===== src/rtl/cpu_axi4lite_master_if.sv =====
// AXI4-Lite channel bundle between the CPU bridge and register slaves.
// master drives AW/W/AR payloads and B/R ready; slave answers.
interface cpu_axi4lite_master_if #(
    parameter int ADDR_WIDTH = 3,
    parameter int DATA_WIDTH = 32
) ();
    logic                      awvalid;
    logic                      awready;
    logic [ADDR_WIDTH-1:0]     awaddr;
    logic [2:0]                awprot;
    logic                      wvalid;
    logic                      wready;
    logic [DATA_WIDTH-1:0]     wdata;
    logic [DATA_WIDTH/8-1:0]   wstrb;
    logic                      bvalid;
    logic                      bready;
    logic [1:0]                bresp;
    logic                      arvalid;
    logic                      arready;
    logic [ADDR_WIDTH-1:0]     araddr;
    logic [2:0]                arprot;
    logic                      rvalid;
    logic                      rready;
    logic [DATA_WIDTH-1:0]     rdata;
    logic [1:0]                rresp;

    modport master (
        output awvalid, awaddr, awprot,
        output wvalid, wdata, wstrb,
        output bready,
        output arvalid, araddr, arprot,
        output rready,
        input  awready, wready,
        input  bvalid, bresp,
        input  arready,
        input  rvalid, rdata, rresp
    );

    modport slave (
        input  awvalid, awaddr, awprot,
        input  wvalid, wdata, wstrb,
        input  bready,
        input  arvalid, araddr, arprot,
        input  rready,
        output awready, wready,
        output bvalid, bresp,
        output arready,
        output rvalid, rdata, rresp
    );
endinterface


===== src/rtl/cpu_axi4lite_master.sv =====
// Single-outstanding pulse-request to AXI4-Lite master bridge.
// Optional AXI4L_MASTER_STRB_EN: wstrb from request, else all ones.
module cpu_axi4lite_master #(
    parameter int ADDR_WIDTH = 3,
    parameter int DATA_WIDTH = 32
) (
    input  logic                    aclk,
    input  logic                    areset_n,
    input  logic                    req,
    input  logic                    req_we,
    input  logic [ADDR_WIDTH-1:0]   req_addr,
    input  logic [DATA_WIDTH-1:0]   req_wdata,
    input  logic [DATA_WIDTH/8-1:0] req_wstrb,
    output logic                    busy,
    output logic                    ack,
    output logic [DATA_WIDTH-1:0]   ack_rdata,
    output logic                    ack_err,
    cpu_axi4lite_master_if.master   axi
);
    localparam int STRB_W = DATA_WIDTH / 8;

    typedef enum logic [2:0] {
        IDLE,
        WADDR,
        WRESP,
        RADDR,
        RDATA
    } state_t;

    state_t                state;
    logic                  awvalid_q;
    logic                  wvalid_q;
    logic                  bready_q;
    logic                  arvalid_q;
    logic                  rready_q;
    logic [ADDR_WIDTH-1:0] addr_q;
    logic [DATA_WIDTH-1:0] wdata_q;
    logic                  aw_done;
    logic                  w_done;

    // A channel counts as finished once its valid is gone or its ready is up
    assign aw_done = !awvalid_q || axi.awready;
    assign w_done  = !wvalid_q || axi.wready;

    always_ff @(posedge aclk or negedge areset_n) begin
        if (!areset_n) begin
            state     <= IDLE;
            awvalid_q <= 1'b0;
            wvalid_q  <= 1'b0;
            bready_q  <= 1'b0;
            arvalid_q <= 1'b0;
            rready_q  <= 1'b0;
            busy      <= 1'b0;
            ack       <= 1'b0;
            ack_err   <= 1'b0;
            ack_rdata <= '0;
            addr_q    <= '0;
            wdata_q   <= '0;
        end else begin
            ack     <= 1'b0;
            ack_err <= 1'b0;
            unique case (state)
                IDLE: begin
                    if (req) begin
                        addr_q <= req_addr;
                        busy   <= 1'b1;
                        if (req_we) begin
                            wdata_q   <= req_wdata;
                            awvalid_q <= 1'b1;
                            wvalid_q  <= 1'b1;
                            state     <= WADDR;
                        end else begin
                            arvalid_q <= 1'b1;
                            state     <= RADDR;
                        end
                    end
                end
                WADDR: begin
                    if (awvalid_q && axi.awready) awvalid_q <= 1'b0;
                    if (wvalid_q && axi.wready) wvalid_q <= 1'b0;
                    if (aw_done && w_done) begin
                        bready_q <= 1'b1;
                        state    <= WRESP;
                    end
                end
                WRESP: begin
                    if (axi.bvalid) begin
                        bready_q <= 1'b0;
                        ack      <= 1'b1;
                        ack_err  <= axi.bresp[1];
                        busy     <= 1'b0;
                        state    <= IDLE;
                    end
                end
                RADDR: begin
                    if (axi.arready) begin
                        arvalid_q <= 1'b0;
                        rready_q  <= 1'b1;
                        state     <= RDATA;
                    end
                end
                RDATA: begin
                    if (axi.rvalid) begin
                        rready_q  <= 1'b0;
                        ack       <= 1'b1;
                        ack_err   <= axi.rresp[1];
                        ack_rdata <= axi.rdata;
                        busy      <= 1'b0;
                        state     <= IDLE;
                    end
                end
                default: state <= IDLE;
            endcase
        end
    end

`ifdef AXI4L_MASTER_STRB_EN
    logic [STRB_W-1:0] strb_q;

    always_ff @(posedge aclk or negedge areset_n) begin
        if (!areset_n) begin
            strb_q <= '0;
        end else if (state == IDLE && req && req_we) begin
            strb_q <= req_wstrb;
        end
    end

    assign axi.wstrb = strb_q;
`else
    logic unused_strb;

    assign unused_strb = ^req_wstrb;
    assign axi.wstrb   = {STRB_W{1'b1}};
`endif

    assign axi.awvalid = awvalid_q;
    assign axi.awaddr  = addr_q;
    assign axi.awprot  = 3'b000;
    assign axi.wvalid  = wvalid_q;
    assign axi.wdata   = wdata_q;
    assign axi.bready  = bready_q;
    assign axi.arvalid = arvalid_q;
    assign axi.araddr  = addr_q;
    assign axi.arprot  = 3'b000;
    assign axi.rready  = rready_q;
endmodule


===== src/flat_wrapper.sv =====
// flat-port wrapper written by rule: the top's interface ports become plain ports
module cpu_axi4lite_master_flat 
#(
    parameter int ADDR_WIDTH = 3,
    parameter int DATA_WIDTH = 32
)
  (aclk, areset_n, req, req_we, req_addr, req_wdata, req_wstrb, busy, ack, ack_rdata, ack_err, axi_awvalid, axi_awaddr, axi_awprot, axi_wvalid, axi_wdata, axi_wstrb, axi_bready, axi_arvalid, axi_araddr, axi_arprot, axi_rready, axi_awready, axi_wready, axi_bvalid, axi_bresp, axi_arready, axi_rvalid, axi_rdata, axi_rresp);
  cpu_axi4lite_master_if #(.ADDR_WIDTH(ADDR_WIDTH), .DATA_WIDTH(DATA_WIDTH)) axi_i ();
  input  logic aclk;
  input  logic areset_n;
  input  logic req;
  input  logic req_we;
  input  logic [ADDR_WIDTH-1:0] req_addr;
  input  logic [DATA_WIDTH-1:0] req_wdata;
  input  logic [DATA_WIDTH/8-1:0] req_wstrb;
  output logic busy;
  output logic ack;
  output logic [DATA_WIDTH-1:0] ack_rdata;
  output logic ack_err;
  output wire logic [$bits(axi_i.awvalid)-1:0] axi_awvalid;
  output wire logic [$bits(axi_i.awaddr)-1:0] axi_awaddr;
  output wire logic [$bits(axi_i.awprot)-1:0] axi_awprot;
  output wire logic [$bits(axi_i.wvalid)-1:0] axi_wvalid;
  output wire logic [$bits(axi_i.wdata)-1:0] axi_wdata;
  output wire logic [$bits(axi_i.wstrb)-1:0] axi_wstrb;
  output wire logic [$bits(axi_i.bready)-1:0] axi_bready;
  output wire logic [$bits(axi_i.arvalid)-1:0] axi_arvalid;
  output wire logic [$bits(axi_i.araddr)-1:0] axi_araddr;
  output wire logic [$bits(axi_i.arprot)-1:0] axi_arprot;
  output wire logic [$bits(axi_i.rready)-1:0] axi_rready;
  input wire logic [$bits(axi_i.awready)-1:0] axi_awready;
  input wire logic [$bits(axi_i.wready)-1:0] axi_wready;
  input wire logic [$bits(axi_i.bvalid)-1:0] axi_bvalid;
  input wire logic [$bits(axi_i.bresp)-1:0] axi_bresp;
  input wire logic [$bits(axi_i.arready)-1:0] axi_arready;
  input wire logic [$bits(axi_i.rvalid)-1:0] axi_rvalid;
  input wire logic [$bits(axi_i.rdata)-1:0] axi_rdata;
  input wire logic [$bits(axi_i.rresp)-1:0] axi_rresp;
  assign axi_awvalid = axi_i.awvalid;
  assign axi_awaddr = axi_i.awaddr;
  assign axi_awprot = axi_i.awprot;
  assign axi_wvalid = axi_i.wvalid;
  assign axi_wdata = axi_i.wdata;
  assign axi_wstrb = axi_i.wstrb;
  assign axi_bready = axi_i.bready;
  assign axi_arvalid = axi_i.arvalid;
  assign axi_araddr = axi_i.araddr;
  assign axi_arprot = axi_i.arprot;
  assign axi_rready = axi_i.rready;
  assign axi_i.awready = axi_awready;
  assign axi_i.wready = axi_wready;
  assign axi_i.bvalid = axi_bvalid;
  assign axi_i.bresp = axi_bresp;
  assign axi_i.arready = axi_arready;
  assign axi_i.rvalid = axi_rvalid;
  assign axi_i.rdata = axi_rdata;
  assign axi_i.rresp = axi_rresp;
  cpu_axi4lite_master #(.ADDR_WIDTH(ADDR_WIDTH), .DATA_WIDTH(DATA_WIDTH)) u_core (.aclk(aclk), .areset_n(areset_n), .req(req), .req_we(req_we), .req_addr(req_addr), .req_wdata(req_wdata), .req_wstrb(req_wstrb), .busy(busy), .ack(ack), .ack_rdata(ack_rdata), .ack_err(ack_err), .axi(axi_i));
endmodule

===== config.mk =====
export PLATFORM = sky130hd
export DESIGN_NAME = cpu_axi4lite_master_flat
export DESIGN_NICKNAME = d
export VERILOG_FILES = /design/src/rtl/cpu_axi4lite_master_if.sv /design/src/rtl/cpu_axi4lite_master.sv /design/src/flat_wrapper.sv
export SDC_FILE = /design/constraint.sdc
export NUM_CORES = 1
export LEC_CHECK = 0
export CAP_MARGIN = 25
export CORE_ASPECT_RATIO = 1.4
export CORE_MARGIN = 8
export CORE_UTILIZATION = 55
export CTS_CLUSTER_SIZE = 16
export DETAILED_ROUTE_END_ITERATION = 12
export DONT_BUFFER_PORTS = 1
export PLACE_DENSITY = 0.78
export SKIP_LAST_GASP = 1
export SYNTH_ARGS = -nofsm -noshare
export SYNTH_HDL_FRONTEND = slang
export SYNTH_SLANG_ARGS = --single-unit

===== constraint.sdc =====
create_clock -name aclk -period 4.2 [get_ports aclk]
set_input_delay 0 -clock aclk [delete_from_list [all_inputs] [get_ports aclk]]
set_output_delay 0 -clock aclk [all_outputs]
set_load 0.01 [all_outputs]

### Yosys cells after proc, flatten, opt, wreduce, memory -nomap -nowiden

Index checks and enable logic that the tools add are counted.

| cells by class | value |
|---|---|
| equal/unequal tests | 13 |
| multiplexer cells | 31 |
| reduce and logical (&&, ||, !) cells | 23 |

Operators with widths:

| operator | count |
|---|---|
| two-way mux 1 bit | 16 |
| AND reduction 4 bit | 4 |
| two-way mux 3 bit | 5 |
| one-hot mux 3 bit (5 select lines) | 1 |
| one-hot mux 1 bit (2 select lines) | 7 |
| inequality test 2 bit (second input constant) | 6 |
| AND reduction 3 bit | 3 |
| nonzero test 2 bit | 4 |
| equality test 3 x 2 -> 1 bit (second input constant) | 2 |
| inequality test 2 x 1 -> 1 bit (second input constant) | 3 |
| AND reduction 5 bit | 1 |
| AND reduction 2 bit | 2 |
| equality test 3 x 1 -> 1 bit (second input constant) | 1 |
| equality test 3 bit (second input constant) | 1 |
| logical AND 1 bit | 3 |
| logical NOT 3 bit | 1 |
| one-hot mux 1 bit (3 select lines) | 1 |
| nonzero test 3 bit | 1 |
| logical NOT 1 bit | 2 |
| logical OR 1 bit | 2 |
| two-way mux 2 bit | 1 |

| storage, ports and cells | value |
|---|---|
| flip-flop bits (word level) | 78 |
| bits of input ports | 84 |
| output and inout port bits | 88 |

### Longest topological paths before layout

| depth | value |
|---|---|
| depth after elaboration | 5 |
| mapped depth | 5 |
| mapped depth without buffers | 4 |

### Least setup slack after synthesis

Ideal clock, no wire load.

| timing | value |
|---|---|
| kind | register -> register |
| start point | reg u_core.state[0] |
| end point | reg u_core.ack_rdata[0] |
| data arrival time | 1475 ps |
| required time | 4075 ps |
| slack | 2600 ps |
| stages on the path, launching flop included | 5 |
| buffers on the path | 2 |
| clock period less this slack | 1600 ps |
| cell sequence | dfrtp_1 > buf_2 > nor3_2 > buf_4 > mux2_2 |

| on the way | value |
|---|---|
| word-level cells in the longest chain between the ends | 2 |

Ends and longest elaborated chain:

| what | RTL line | source |
|---|---|---|
| start: declaration | cpu_axi4lite_master.sv:30 | `state_t state;` |
| start signal: assignment | cpu_axi4lite_master.sv:47 | `state <= IDLE;` |
| start signal: assignment | cpu_axi4lite_master.sv:71 | `state <= WADDR;` |
| start signal: assignment | cpu_axi4lite_master.sv:74 | `state <= RADDR;` |
| equality test 3 bit | cpu_axi4lite_master.sv:62 | `unique case (state)` |
| AND reduction 2 bit (no source line) | n/a |  |
| end signal: assignment | cpu_axi4lite_master.sv:107 | `ack_rdata <= axi.rdata;` |
| end: declaration | cpu_axi4lite_master.sv:16 | `output logic [DATA_WIDTH-1:0] ack_rdata,` |

No other way between the ends.
A chain may end at the register's enable or synchronous reset.

### Worst setup path in the final report

| timing | value |
|---|---|
| start point | reg u_core.state[1] |
| end point | reg u_core.addr_q[1], in the netlist u_core.axi.araddr[1] |

| on the way | value |
|---|---|
| word-level cells in the longest chain between the ends | 2 |

Ends and longest elaborated chain:

| what | RTL line | source |
|---|---|---|
| logical NOT 3 bit | cpu_axi4lite_master.sv:62 |  |
| AND reduction 2 bit (no source line) | n/a |  |
| end signal: assignment | cpu_axi4lite_master.sv:65 | `addr_q <= req_addr;` |
| end: declaration | cpu_axi4lite_master.sv:36 | `logic [ADDR_WIDTH-1:0] addr_q;` |

No other way between the ends.

==> metrics.txt <==
RSZ-0062 raised after global routing=false; Vias=2039; die height=107 um; Yosys top cell area share=59.5%; Fmax=0.419 GHz; starting density of the core=56.3%; Overflow after GRT=0; Core Footprint=5820 um^2; CTS Hold Bufs=84; placed cell count=279; CP max FO=10; Pleak=2.04 nW; post-layout total power=2.95 mW; count leader, synth=dfrtp_1; Final Util=74.2%; worst hold path class=in -> reg; Routed Antenna Nets=0; number of global-route vias before repair=2325; root buffer cell=clkbuf_8; Post-synth EDFFs=0; final cell count without fillers=379; CTS tree=built; clk buf depth=2; Port Buf Inserts=0; Layout fillers=347; Post-synth ARST share=100%; Max Cap Viol=0; # H-tree levels=3; clk_lat worst skew=0.35 ns; flops & latches, synth=78; Post-Syn Area=3280 um^2; residual DRC count=0; area leader, netlist=dfrtp_1; Synth warnings=0; DIE AREA=8720 um^2; setup bufs post-CTS=0; initial antenna violation count=0; total CTS buffers=9; main area contributors after synthesis=dfrtp_1 60%, mux2_4 13%, mux2_2 12%, buf_4 3.7%, nand2_1 2.7%; status=completed; Netlist cell types=32; Total Routing Usage GR=18.4%; Clock Skew=0.0136 ns; Synth top cells by count=78 x dfrtp_1, 36 x mux2_2, 28 x mux2_4; largest net degree at the start of global routing=79; Rows=33; critical path launch point type=register; minimum clock period=2.39 ns; final setup vio count=0; Synth Flop Type=dfrtp_1; Die W=81.3 um; syn avg cell area=14.8 um^2; Detailed Routing Iterations Pass 1=4; required time worst endpoint=4.48 ns; hpwl dp=4810 um; boundary pin count=172; Via density=5.38; Seq/Total Area, Yosys=59.5%; critical path type=reg -> reg; post-cts gate resize count=0; Final #Nets=388; Mapped Cells=222; clock sinks=78; layout cell share with drive strength beyond 1=27.6%; Setup TNS Final=0 ns; slew at the pin closest to its max-slew limit=0.876 ns; Worst Path Arrival=2.66 ns; register area=1950 um^2; maximum vdd ir drop=0.000406 V; gpl congestion=0.746; multi-input logic area=1180 um^2; Pins Over Slew Limit=0; final wirelength=7880 um; CTS clock-pin slew for the worst setup and hold paths=0.08 ns; Slew HR=40.8%; Crit. End Element=register; DRT iter0 DRCs=66; WL/cell=20.8 um; fin crit share=56.8%; Final Hold Fails=0; P&R area growth vs syn=31.7%; first-pass GRT wire length=12300 um; PwrDens=683 nW/um^2
[through the flow]
step / hold WS, ns / setup slack [ns] / cell area, um^2
6_report: 0.0983 / 1.81 / 4320
3_3_place_gp: -0.294 / 2.29 / 3240
4_1_cts: 0.0871 / 1.86 / 4320
5_1_grt: 0.141 / 1.72 / 4320
2_1_floorplan: -0.296 / 2.60 / 3310
3_5_place_dp: -0.293 / 2.24 / 3240
[registers in the layout (all words and copies together) (netlist names), 3 cells and up]
signal / cells
u_core.ack_rdata: 32
u_core.axi.araddr: 3
u_core.axi.wdata: 32
u_core.state: 3
[critical path, stage by stage (launching register included)]
cell and delay, ns:
dfrtp_1 0.52, nor4b_4 0.48, nand2_1 0.11, dlygate4sd3_1 0.58
nand2_1 0.06, dlygate4sd3_1 0.57
[cell type report]
| class | count | area share [%] |
|---|---|---|
| clock inverter | 5 | 1.94 |
| multi-input combinational | 129 | 27.4 |
| clock buffer | 10 | 3.19 |
| sequential | 78 | 45.2 |
| timing repair buffer | 85 | 20.1 |
| inverter | 1 | 0.0869 |
| antenna | 1 | 0.0580 |
| tap | 70 | 2.03 |
[routing by layer]
| layer | track usage [%] | up-vias | routed length (um) |
|---|---|---|---|
| met5 | 0 | - | 0 |
| met4 | 8.72 | 0 | 170 |
| met3 | 10.2 | 18 | 1070 |
| met2 | 29.2 | 128 | 3840 |
| met1 | 19.3 | 987 | 2800 |
| li1 | - | 906 | - |
[kinds of logic (layout without fill, tap and decap cells)]
family	after synthesis	in the layout	synth area share [%]
flip-flops	78	78	59.5
other	2	11	0.229
AND/OR/NAND/NOR	44	44	7.29
multiplexers	65	65	25.5
AO/OA/AOI/OAI	10	10	2.02
buffers and inverters	23	101	5.42
[report_power, final]
group	switching (mW)	leakage [nW]	internal [mW]	total (mW)
Sequential	0.489	0.964	1.10	1.59
Clock	0.265	0.105	0.348	0.613
Combinational	0.249	0.970	0.492	0.741
[layout by cell type, fill, tap and decap left out, types with 2 or more instances in the layout]
cell type	synthesis	routed
nand2b_1	2	2
nand2_1	24	24
clkinvlp_4	0	2
conb_1	2	10
mux2_4	28	28
dlygate4sd3_1	0	83
clkbuf_8	0	10
or4_1	3	3
bufinv_16	0	2
o21ai_0	3	3
nand3b_1	2	2
nor2_1	4	4
dfrtp_1	78	78
mux2_2	36	36
[path summary, 6_finish.rpt]
kind	cells past startpoint	to	slack (ns)	start
worst max-delay path	5	u_core.axi.araddr[1]$_DFFE_PN0P_	1.81	u_core.state[1]$_DFFE_PN0P_
worst min-delay path	4	u_core.state[1]$_DFFE_PN0P_	0.1	req
worst max register to register	5	u_core.axi.araddr[1]$_DFFE_PN0P_	1.81	u_core.state[1]$_DFFE_PN0P_
worst min register to register	1	u_core.ack_rdata[12]$_DFFE_PN0P_	0.59	u_core.ack_rdata[12]$_DFFE_PN0P_
max in group asynchronous	2	u_core.state[1]$_DFFE_PN0P_	3.66	areset_n
min in group asynchronous	2	u_core.ack_rdata[27]$_DFFE_PN0P_	0.25	areset_n
No activity file was read; power rests on OpenSTA's default activity.
